===== src/rtl/dem_usage_decoder_pkg.sv =====
// Shared DEM constants and the usage-decoder FSM state type.
// Everything derives from OUTPUT_WIDTH, MAX_LEVEL and QUANT_STEP so the DAC side and the monitor agree.
package dem_usage_decoder_pkg;

    localparam int OUTPUT_WIDTH = 3;
    localparam int MAX_LEVEL    = 7;
    localparam int INPUT_WIDTH  = 16;
    localparam int QUANT_STEP   = 1 << (INPUT_WIDTH - OUTPUT_WIDTH);

    localparam int NUM_ELEM            = MAX_LEVEL;
    localparam int LEVEL_W             = OUTPUT_WIDTH;
    localparam int DATA_W              = LEVEL_W + $clog2(QUANT_STEP);
    localparam int DEFAULT_WIN_LEN     = 64;
    localparam int DEFAULT_CNT_W       = 8;
    localparam int DEFAULT_MISMATCH_TH = 4;
    localparam int IDX_W               = $clog2(NUM_ELEM);

    typedef enum logic [1:0] {
        ACCUM  = 2'd0,
        SCAN   = 2'd1,
        REPORT = 2'd2
    } usage_state_e;

endpackage


===== src/rtl/dem_popcount.sv =====
// Combinational bit counter: number of enabled unit elements in a select vector.
module dem_popcount #(
    parameter int N = 7,
    parameter int W = 3
) (
    input  logic [N-1:0] vec_i,
    output logic [W-1:0] count_o
);

    always_comb begin
        count_o = '0;
        for (int i = 0; i < N; i++) begin
            count_o = count_o + W'(vec_i[i]);
        end
    end

endmodule


===== src/rtl/dem_usage_decoder.sv =====
// Passive observer of the DEM select vector: rebuilds level/sample and reports
// per-window element usage spread (max-min) with a mismatch flag.
module dem_usage_decoder
    import dem_usage_decoder_pkg::*;
#(
    parameter int WIN_LEN     = DEFAULT_WIN_LEN,
    parameter int CNT_W       = DEFAULT_CNT_W,
    parameter int MISMATCH_TH = DEFAULT_MISMATCH_TH
) (
    input  logic                clk,
    input  logic                rst,
    input  logic                sel_valid,
    input  logic [NUM_ELEM-1:0] sel_vec,
    input  logic                usage_clr,
    output logic                level_valid,
    output logic [LEVEL_W-1:0]  level,
    output logic [DATA_W-1:0]   sample,
    output logic                win_done,
    output logic [CNT_W-1:0]    spread,
    output logic                mismatch
);

    logic [LEVEL_W-1:0] pop;
    logic               level_valid_q;
    logic [LEVEL_W-1:0] level_q;
    logic [DATA_W-1:0]  sample_q;

    logic [CNT_W-1:0]   cnt_q    [NUM_ELEM];
    logic [CNT_W-1:0]   cnt_d    [NUM_ELEM];
    logic [CNT_W-1:0]   shadow_q [NUM_ELEM];
    logic [CNT_W-1:0]   n_q;
    logic               win_end;

    usage_state_e       state_q;
    logic [IDX_W-1:0]   idx_q;
    logic [CNT_W-1:0]   max_q;
    logic [CNT_W-1:0]   min_q;
    logic [CNT_W-1:0]   spread_q;
    logic [CNT_W-1:0]   spread_d;
    logic               mismatch_q;
    logic               win_done_q;

    dem_popcount #(.N(NUM_ELEM), .W(LEVEL_W)) u_popcount (
        .vec_i   (sel_vec),
        .count_o (pop)
    );

    always_ff @(posedge clk or posedge rst) begin
        if (rst) begin
            level_valid_q <= 1'b0;
            level_q       <= '0;
            sample_q      <= '0;
        end else begin
            level_valid_q <= sel_valid;
            if (sel_valid) begin
                level_q  <= pop;
                sample_q <= {pop, {(DATA_W-LEVEL_W){1'b0}}};
            end
        end
    end

    always_comb begin
        for (int i = 0; i < NUM_ELEM; i++) begin
            cnt_d[i] = (cnt_q[i] == '1) ? cnt_q[i] : cnt_q[i] + CNT_W'(sel_vec[i]);
        end
    end

    // Completing sample is folded into the shadow copy via cnt_d at the same edge.
    assign win_end = sel_valid && !usage_clr && (state_q == ACCUM) &&
                     (n_q == CNT_W'(WIN_LEN - 1));

    always_ff @(posedge clk or posedge rst) begin
        if (rst) begin
            for (int i = 0; i < NUM_ELEM; i++) cnt_q[i] <= '0;
            n_q <= '0;
        end else if (usage_clr || win_end) begin
            for (int i = 0; i < NUM_ELEM; i++) cnt_q[i] <= '0;
            n_q <= '0;
        end else if (sel_valid) begin
            for (int i = 0; i < NUM_ELEM; i++) cnt_q[i] <= cnt_d[i];
            n_q <= n_q + 1'b1;
        end
    end

    assign spread_d = max_q - min_q;

    always_ff @(posedge clk or posedge rst) begin
        if (rst) begin
            state_q    <= ACCUM;
            idx_q      <= '0;
            max_q      <= '0;
            min_q      <= '0;
            spread_q   <= '0;
            mismatch_q <= 1'b0;
            win_done_q <= 1'b0;
            for (int i = 0; i < NUM_ELEM; i++) shadow_q[i] <= '0;
        end else begin
            win_done_q <= 1'b0;
            if (usage_clr) begin
                state_q <= ACCUM;
            end else begin
                case (state_q)
                    ACCUM: begin
                        if (win_end) begin
                            for (int i = 0; i < NUM_ELEM; i++) shadow_q[i] <= cnt_d[i];
                            state_q <= SCAN;
                            idx_q   <= '0;
                            max_q   <= '0;
                            min_q   <= '1;
                        end
                    end
                    SCAN: begin
                        if (shadow_q[idx_q] > max_q) max_q <= shadow_q[idx_q];
                        if (shadow_q[idx_q] < min_q) min_q <= shadow_q[idx_q];
                        if (idx_q == IDX_W'(NUM_ELEM - 1)) state_q <= REPORT;
                        else                               idx_q   <= idx_q + 1'b1;
                    end
                    REPORT: begin
                        spread_q   <= spread_d;
                        mismatch_q <= (spread_d > CNT_W'(MISMATCH_TH));
                        win_done_q <= 1'b1;
                        state_q    <= ACCUM;
                    end
                    default: state_q <= ACCUM;
                endcase
            end
        end
    end

    assign level_valid = level_valid_q;
    assign level       = level_q;
    assign sample      = sample_q;
    assign win_done    = win_done_q;
    assign spread      = spread_q;
    assign mismatch    = mismatch_q;

endmodule


===== config.mk =====
export PLATFORM = sky130hd
export DESIGN_NAME = dem_usage_decoder
export DESIGN_NICKNAME = d
export VERILOG_FILES = /design/src/rtl/dem_usage_decoder_pkg.sv /design/src/rtl/dem_popcount.sv /design/src/rtl/dem_usage_decoder.sv
export SDC_FILE = /design/constraint.sdc
export NUM_CORES = 1
export LEC_CHECK = 0
export ABC_CLOCK_PERIOD_IN_PS = 15050
export CAP_MARGIN = 20
export CORE_UTILIZATION = 60
export DETAILED_ROUTE_END_ITERATION = 10
export HOLD_SLACK_MARGIN = 0.06
export MAX_ROUTING_LAYER = met4
export PLACE_DENSITY = 0.78
export SLEW_MARGIN = 20
export SYNTH_ARGS = -nofsm -noshare
export SYNTH_HDL_FRONTEND = slang
export SYNTH_SLANG_ARGS = --single-unit

===== constraint.sdc =====
create_clock -name clk -period 15.05 [get_ports clk]
set_input_delay 3.01 -clock clk [delete_from_list [all_inputs] [get_ports clk]]
set_output_delay 3.01 -clock clk [all_outputs]
set_load 0.02 [all_outputs]

==> report_table.html <==
<table>
<tr><th>Metric</th><th>Value</th></tr>
<tr><th colspan="2">Global routing</th></tr>
<tr><td>Wire length of the first global-routing pass</td><td>approximately 32000 microns</td></tr>
<tr><td>Number of antenna violations at the first check in global routing</td><td>0</td></tr>
<tr><td>Global-route met1 utilization</td><td>between 30 and 40%</td></tr>
<tr><td>GRT Overall Usage</td><td>between 20 and 30%</td></tr>
<tr><td>Met2 Usage GRT</td><td>a little over two fifths</td></tr>
<tr><td>Pin count of the biggest net entering global routing</td><td>approximately 100</td></tr>
<tr><td>Number of global-route vias before repair</td><td>roughly 6500</td></tr>
<tr><td>Busiest layer in global routing</td><td>met2</td></tr>
<tr><td>Congestion Overflow GR</td><td>0</td></tr>
<tr><td>GRT met3 Usage</td><td>4.88%</td></tr>
<tr><th colspan="2">Clock tree</th></tr>
<tr><td>Clock latency on the worst-skew pair</td><td>0.44 ns</td></tr>
<tr><td>Clock transition at path regs</td><td>about 0.060 ns</td></tr>
<tr><td>Post-CTS Setup Inserts</td><td>0</td></tr>
<tr><td>H-tree depth reported by CTS</td><td>4</td></tr>
<tr><td>Hold-fix buffers at CTS</td><td>0</td></tr>
<tr><td>Clock tree root driver cell</td><td>sky130_fd_sc_hd__clkbuf_16</td></tr>
<tr><td>Cts bufs inserted</td><td>17</td></tr>
<tr><td>Clock sink count</td><td>around 160</td></tr>
<tr><td>CTS tree</td><td>done</td></tr>
<tr><td>Clock buffer depth</td><td>2</td></tr>
<tr><td>Cells resized by post-CTS repair</td><td>0</td></tr>
<tr><th colspan="2">Setup path</th></tr>
<tr><td>Number of buffers and inverters on the critical path</td><td>2</td></tr>
<tr><td>Type of the setup path with the least slack</td><td>in -&gt; reg</td></tr>
<tr><td>Crit end category</td><td>register</td></tr>
<tr><td>Arr. time, crit path</td><td>6.14 ns</td></tr>
<tr><td>Reg2reg start</td><td>idx_q[0]$_DFFE_PP0P_</td></tr>
<tr><td>Worst Setup SP</td><td>sel_valid</td></tr>
<tr><td>Worst-path maximum fanout</td><td>28</td></tr>
<tr><td>Cell family contributing the most delay on the critical path</td><td>simple AND/OR/NAND/NOR gates</td></tr>
<tr><td>Standard cell with the maximum stage delay on the critical path</td><td>sky130_fd_sc_hd__clkdlybuf4s50_1</td></tr>
<tr><td>Crit path required time</td><td>approximately 15 ns</td></tr>
<tr><td>Cell Chain, Critical Path</td><td>clkdlybuf4s50_1, or3b_1, or3_4, nor3_4, buf_4, o21ai_0, nand2_1</td></tr>
<tr><td>Slowest cell delay on critical path</td><td>approximately 0.80 ns</td></tr>
<tr><td>Type of origin of the critical path</td><td>primary input</td></tr>
<tr><th colspan="2">Yosys</th></tr>
<tr><td>Synth top area share</td><td>between 40% and 50%</td></tr>
<tr><td>Count of yosys warnings during synthesis</td><td>0</td></tr>
<tr><td>Synthesized area divided by synthesized cell count</td><td>roughly 9.2 sq um</td></tr>
<tr><td>Area contributors post-synth</td><td>sky130_fd_sc_hd__dfrtp_1 (45%), sky130_fd_sc_hd__o21ai_0 (7.4%), sky130_fd_sc_hd__ha_1 (6.0%)</td></tr>
<tr><td>Number of flops mapped to enable cells by yosys</td><td>0</td></tr>
<tr><td>Most frequently used cell type in the post-synthesis netlist</td><td>sky130_fd_sc_hd__dfrtp_1</td></tr>
<tr><td>Synth unique cells</td><td>61</td></tr>
<tr><td>Post-synthesis register bit count</td><td>between 150 and 200</td></tr>
<tr><td>Gate Count Post-Synth</td><td>948</td></tr>
<tr><td>Ys flop type</td><td>sky130_fd_sc_hd__dfrtp_1</td></tr>
<tr><td>Commonest cells post-synth</td><td>sky130_fd_sc_hd__dfrtp_1 (155), sky130_fd_sc_hd__o21ai_0 (129), sky130_fd_sc_hd__nand2_1 (113), sky130_fd_sc_hd__nor2_1 (68), sky130_fd_sc_hd__inv_1 (59)</td></tr>
<tr><td>Cell type with the highest aggregate area in the netlist</td><td>sky130_fd_sc_hd__dfrtp_1</td></tr>
<tr><td>Sequential cell area fraction in the yosys report</td><td>between 40% and 50%</td></tr>
<tr><td>Total standard cell area after synthesis</td><td>8700 sq um</td></tr>
<tr><td>Fraction of synthesis flops using an asynchronous set or reset pin</td><td>100%</td></tr>
<tr><th colspan="2">Layout</th></tr>
<tr><td>Synth-to-Final Area Change</td><td>11.3%</td></tr>
<tr><td>Final standard cell utilization of the core</td><td>just under 70%</td></tr>
<tr><td>Final-stage net count</td><td>between 1000 and 1500</td></tr>
<tr><td>Post-route cell area</td><td>about 9700 sq um</td></tr>
<tr><td>Share of post-route cells with drive strength above 1</td><td>under 10%</td></tr>
<tr><td>N_diodes</td><td>0</td></tr>
<tr><td>Fill count</td><td>1085</td></tr>
<tr><td>Post-route non-filler standard cell count</td><td>approximately 1100</td></tr>
<tr><th colspan="2">Power and ir drop</th></tr>
<tr><td>Leakage component of the power</td><td>4.34 nW</td></tr>
<tr><td>Worst vdd rail ir drop</td><td>90.9 uV</td></tr>
<tr><td>Ratio of total power to cell area</td><td>102 nW/um^2</td></tr>
<tr><th colspan="2">Timing</th></tr>
<tr><td>Final period utilization</td><td>between 30% and 40%</td></tr>
<tr><td>Post-layout min period</td><td>roughly 5.8 ns</td></tr>
<tr><td>Setup-failing EPs final</td><td>0</td></tr>
<tr><td>Headroom to the max-slew limit</td><td>a little under a third</td></tr>
<tr><td>Clk_skew</td><td>0.00806 ns</td></tr>
<tr><td>Fin worst setup slack</td><td>about 9.3 ns</td></tr>
<tr><td>Measured slew at the worst slew-check pin</td><td>approximately 1.0 ns</td></tr>
<tr><td>Sum Neg Setup Slack</td><td>0 ns</td></tr>
<tr><td>Hold violation total from the final report</td><td>0</td></tr>
<tr><td>Fin. max-slew vios</td><td>0</td></tr>
<tr><td>Max Clock Freq</td><td>~0.17 GHz</td></tr>
<tr><td>Unrepaired setup endpoints after global routing</td><td>no</td></tr>
<tr><th colspan="2">Routing</th></tr>
<tr><td>Post-detailed-route count of antenna-violating nets</td><td>0</td></tr>
<tr><td>Total Wirelength</td><td>19500 microns</td></tr>
<tr><td>TritonRoute pass-1 iters</td><td>5</td></tr>
<tr><td>Final routed wire length divided by cell count</td><td>between 15 and 20 microns</td></tr>
<tr><td>DRC violation count after routing</td><td>0</td></tr>
<tr><td>Number of vias per cell after detailed routing</td><td>5.98</td></tr>
<tr><td>Drt first-iter violations</td><td>~560</td></tr>
<tr><td>Number of vias after detailed routing</td><td>6855</td></tr>
<tr><th colspan="2">Floorplanning</th></tr>
<tr><td>Chip height</td><td>approximately 120 microns</td></tr>
<tr><td>Core area</td><td>roughly 14000 sq um</td></tr>
<tr><td>Num ports</td><td>about 40</td></tr>
<tr><td>Chip Width</td><td>122 microns</td></tr>
<tr><td>Site Rows</td><td>43</td></tr>
<tr><td>Starting density of the core</td><td>around three fifths</td></tr>
<tr><td>Die Area</td><td>~15000 sq um</td></tr>
<tr><th colspan="2">Placed design</th></tr>
<tr><td>Post-placement worst setup slack</td><td>between 8 and 9 ns</td></tr>
<tr><td>Final HPWL from detailed placement</td><td>roughly 13000 microns</td></tr>
<tr><td>Cell Count Post-Placement</td><td>1114</td></tr>
<tr><td>Port buffer count</td><td>27</td></tr>
<tr><td>Final RePlAce weighted congestion</td><td>approximately 0.86</td></tr>
<tr><td>Cell Area, Placed</td><td>9020 sq um</td></tr>
<tr><th colspan="2">Worst hold path</th></tr>
<tr><td>Beginning of the worst hold path</td><td>shadow_q[34]$_DFFE_PP0P_</td></tr>
<tr><td>Classification of the worst-slack hold path</td><td>reg -&gt; reg</td></tr>
<tr><th colspan="2">Outcome</th></tr>
<tr><td>Outcome</td><td>complete, no violations</td></tr>
<tr><th colspan="2">Flow run</th></tr>
<tr><td># Max-Cap Violations</td><td>0</td></tr>
</table>
-- power breakdown --
part	total, mW	internal [mW]	switching, mW
logic	0.0859	0.0334	0.0524
clock network	0.463	0.295	0.168
registers	0.436	0.426	0.00990
total	0.985	0.755	0.230
-- placed cells by master (no fill, tap or decap), drive strengths merged, types with 5 or more instances in the layout --
cell type      instances
xnor2                 20
a22o                  16
nor4                   6
xor2                  16
o211ai                 7
a31oi                 21
conb                  13
a21o                  17
nand3                 40
nor2                  68
nand4                  6
or2                    6
inv                   59
mux2i                 12
buf                   10
mux4                   8
nand3b                 6
nand2                113
a32oi                  8
clkbuf                26
nand2b                 6
a21oi                 37
o31ai                  5
dfrtp                155
o2bb2ai                7
ha                    42
clkdlybuf4s50         27
and3                   8
o21ai                129
nor3                  18
or3                    6
-- flip-flops by register name (all words and copies together) (netlist names) --
signal and count:
cnt_q 56, shadow_q 56, max_q 8, min_q 8, n_q 8, spread 8
idx_q 3, level 3, state_q 2, level_valid 1, mismatch 1, win_done 1
-- logic make-up (layout without fill, tap and decap cells) --
| logic type | Yosys count | in the layout | share of synthesized area, % |
|---|---|---|---|
| AOI/OAI and AO/OA | 272 | 272 | 19.2 |
| xor gates and xnor gates | 36 | 36 | 3.62 |
| adders and majority gates | 46 | 46 | 6.96 |
| buffers and inverters | 121 | 128 | 6.25 |
| DFF | 155 | 155 | 44.6 |
| muxes | 24 | 24 | 3.97 |
| other | 1 | 13 | 0.0431 |
| and+or+nand+nor | 293 | 293 | 15.4 |
-- cell type report --
class | count | area [sq um] | share of cell area [%]
repair buffers | 37 | 365 | 3.77
multi-input cells | 684 | 4360 | 45.0
well taps | 180 | 225 | 2.32
clock inverters | 6 | 133 | 1.37
inverters | 59 | 226 | 2.34
flip-flops and latches | 155 | 3880 | 40.0
clock buffers | 26 | 499 | 5.15
-- stage by stage --
| stage | hold WS (ns) | power [mW] |
|---|---|---|
| 6_report | 0.470 | 0.985 |
| 5_1_grt | 0.485 | 1.02 |
| 3_5_place_dp | 0.459 | 0.527 |
| 2_1_floorplan | 0.433 | 0.500 |
| 4_1_cts | 0.472 | 0.992 |
| 3_3_place_gp | 0.450 | 0.525 |
-- routing by layer --
layer | share of wire, % | up-vias
li1 | - | 3334
met1 | 47 | 3305
met2 | 46 | 170
met3 | 3.9 | 46
met4 | 3.2 | 0
met5 | 0 | -
-- tightest hold or removal path: stages, from the launching register on --
cell                      delay, ns
sky130_fd_sc_hd__dfrtp_1       0.34
sky130_fd_sc_hd__nand2_1       0.05
sky130_fd_sc_hd__nand2_1       0.05
-- worst paths after layout --
kind                            slack (ns)                       end  cells past startpoint
worst max-delay path                  9.28  shadow_q[34]$_DFFE_PP0P_                      7
worst min-delay path                  0.47  shadow_q[34]$_DFFE_PP0P_                      2
worst max register to register       10.77      min_q[2]$_DFFE_PP0P_                      8
worst min register to register        0.47  shadow_q[34]$_DFFE_PP0P_                      2
max in group asynchronous            10.66      cnt_q[3]$_DFFE_PP0P_                      3
min in group asynchronous             3.14     cnt_q[44]$_DFFE_PP0P_                      2
(Power assumes the default switching activity.)
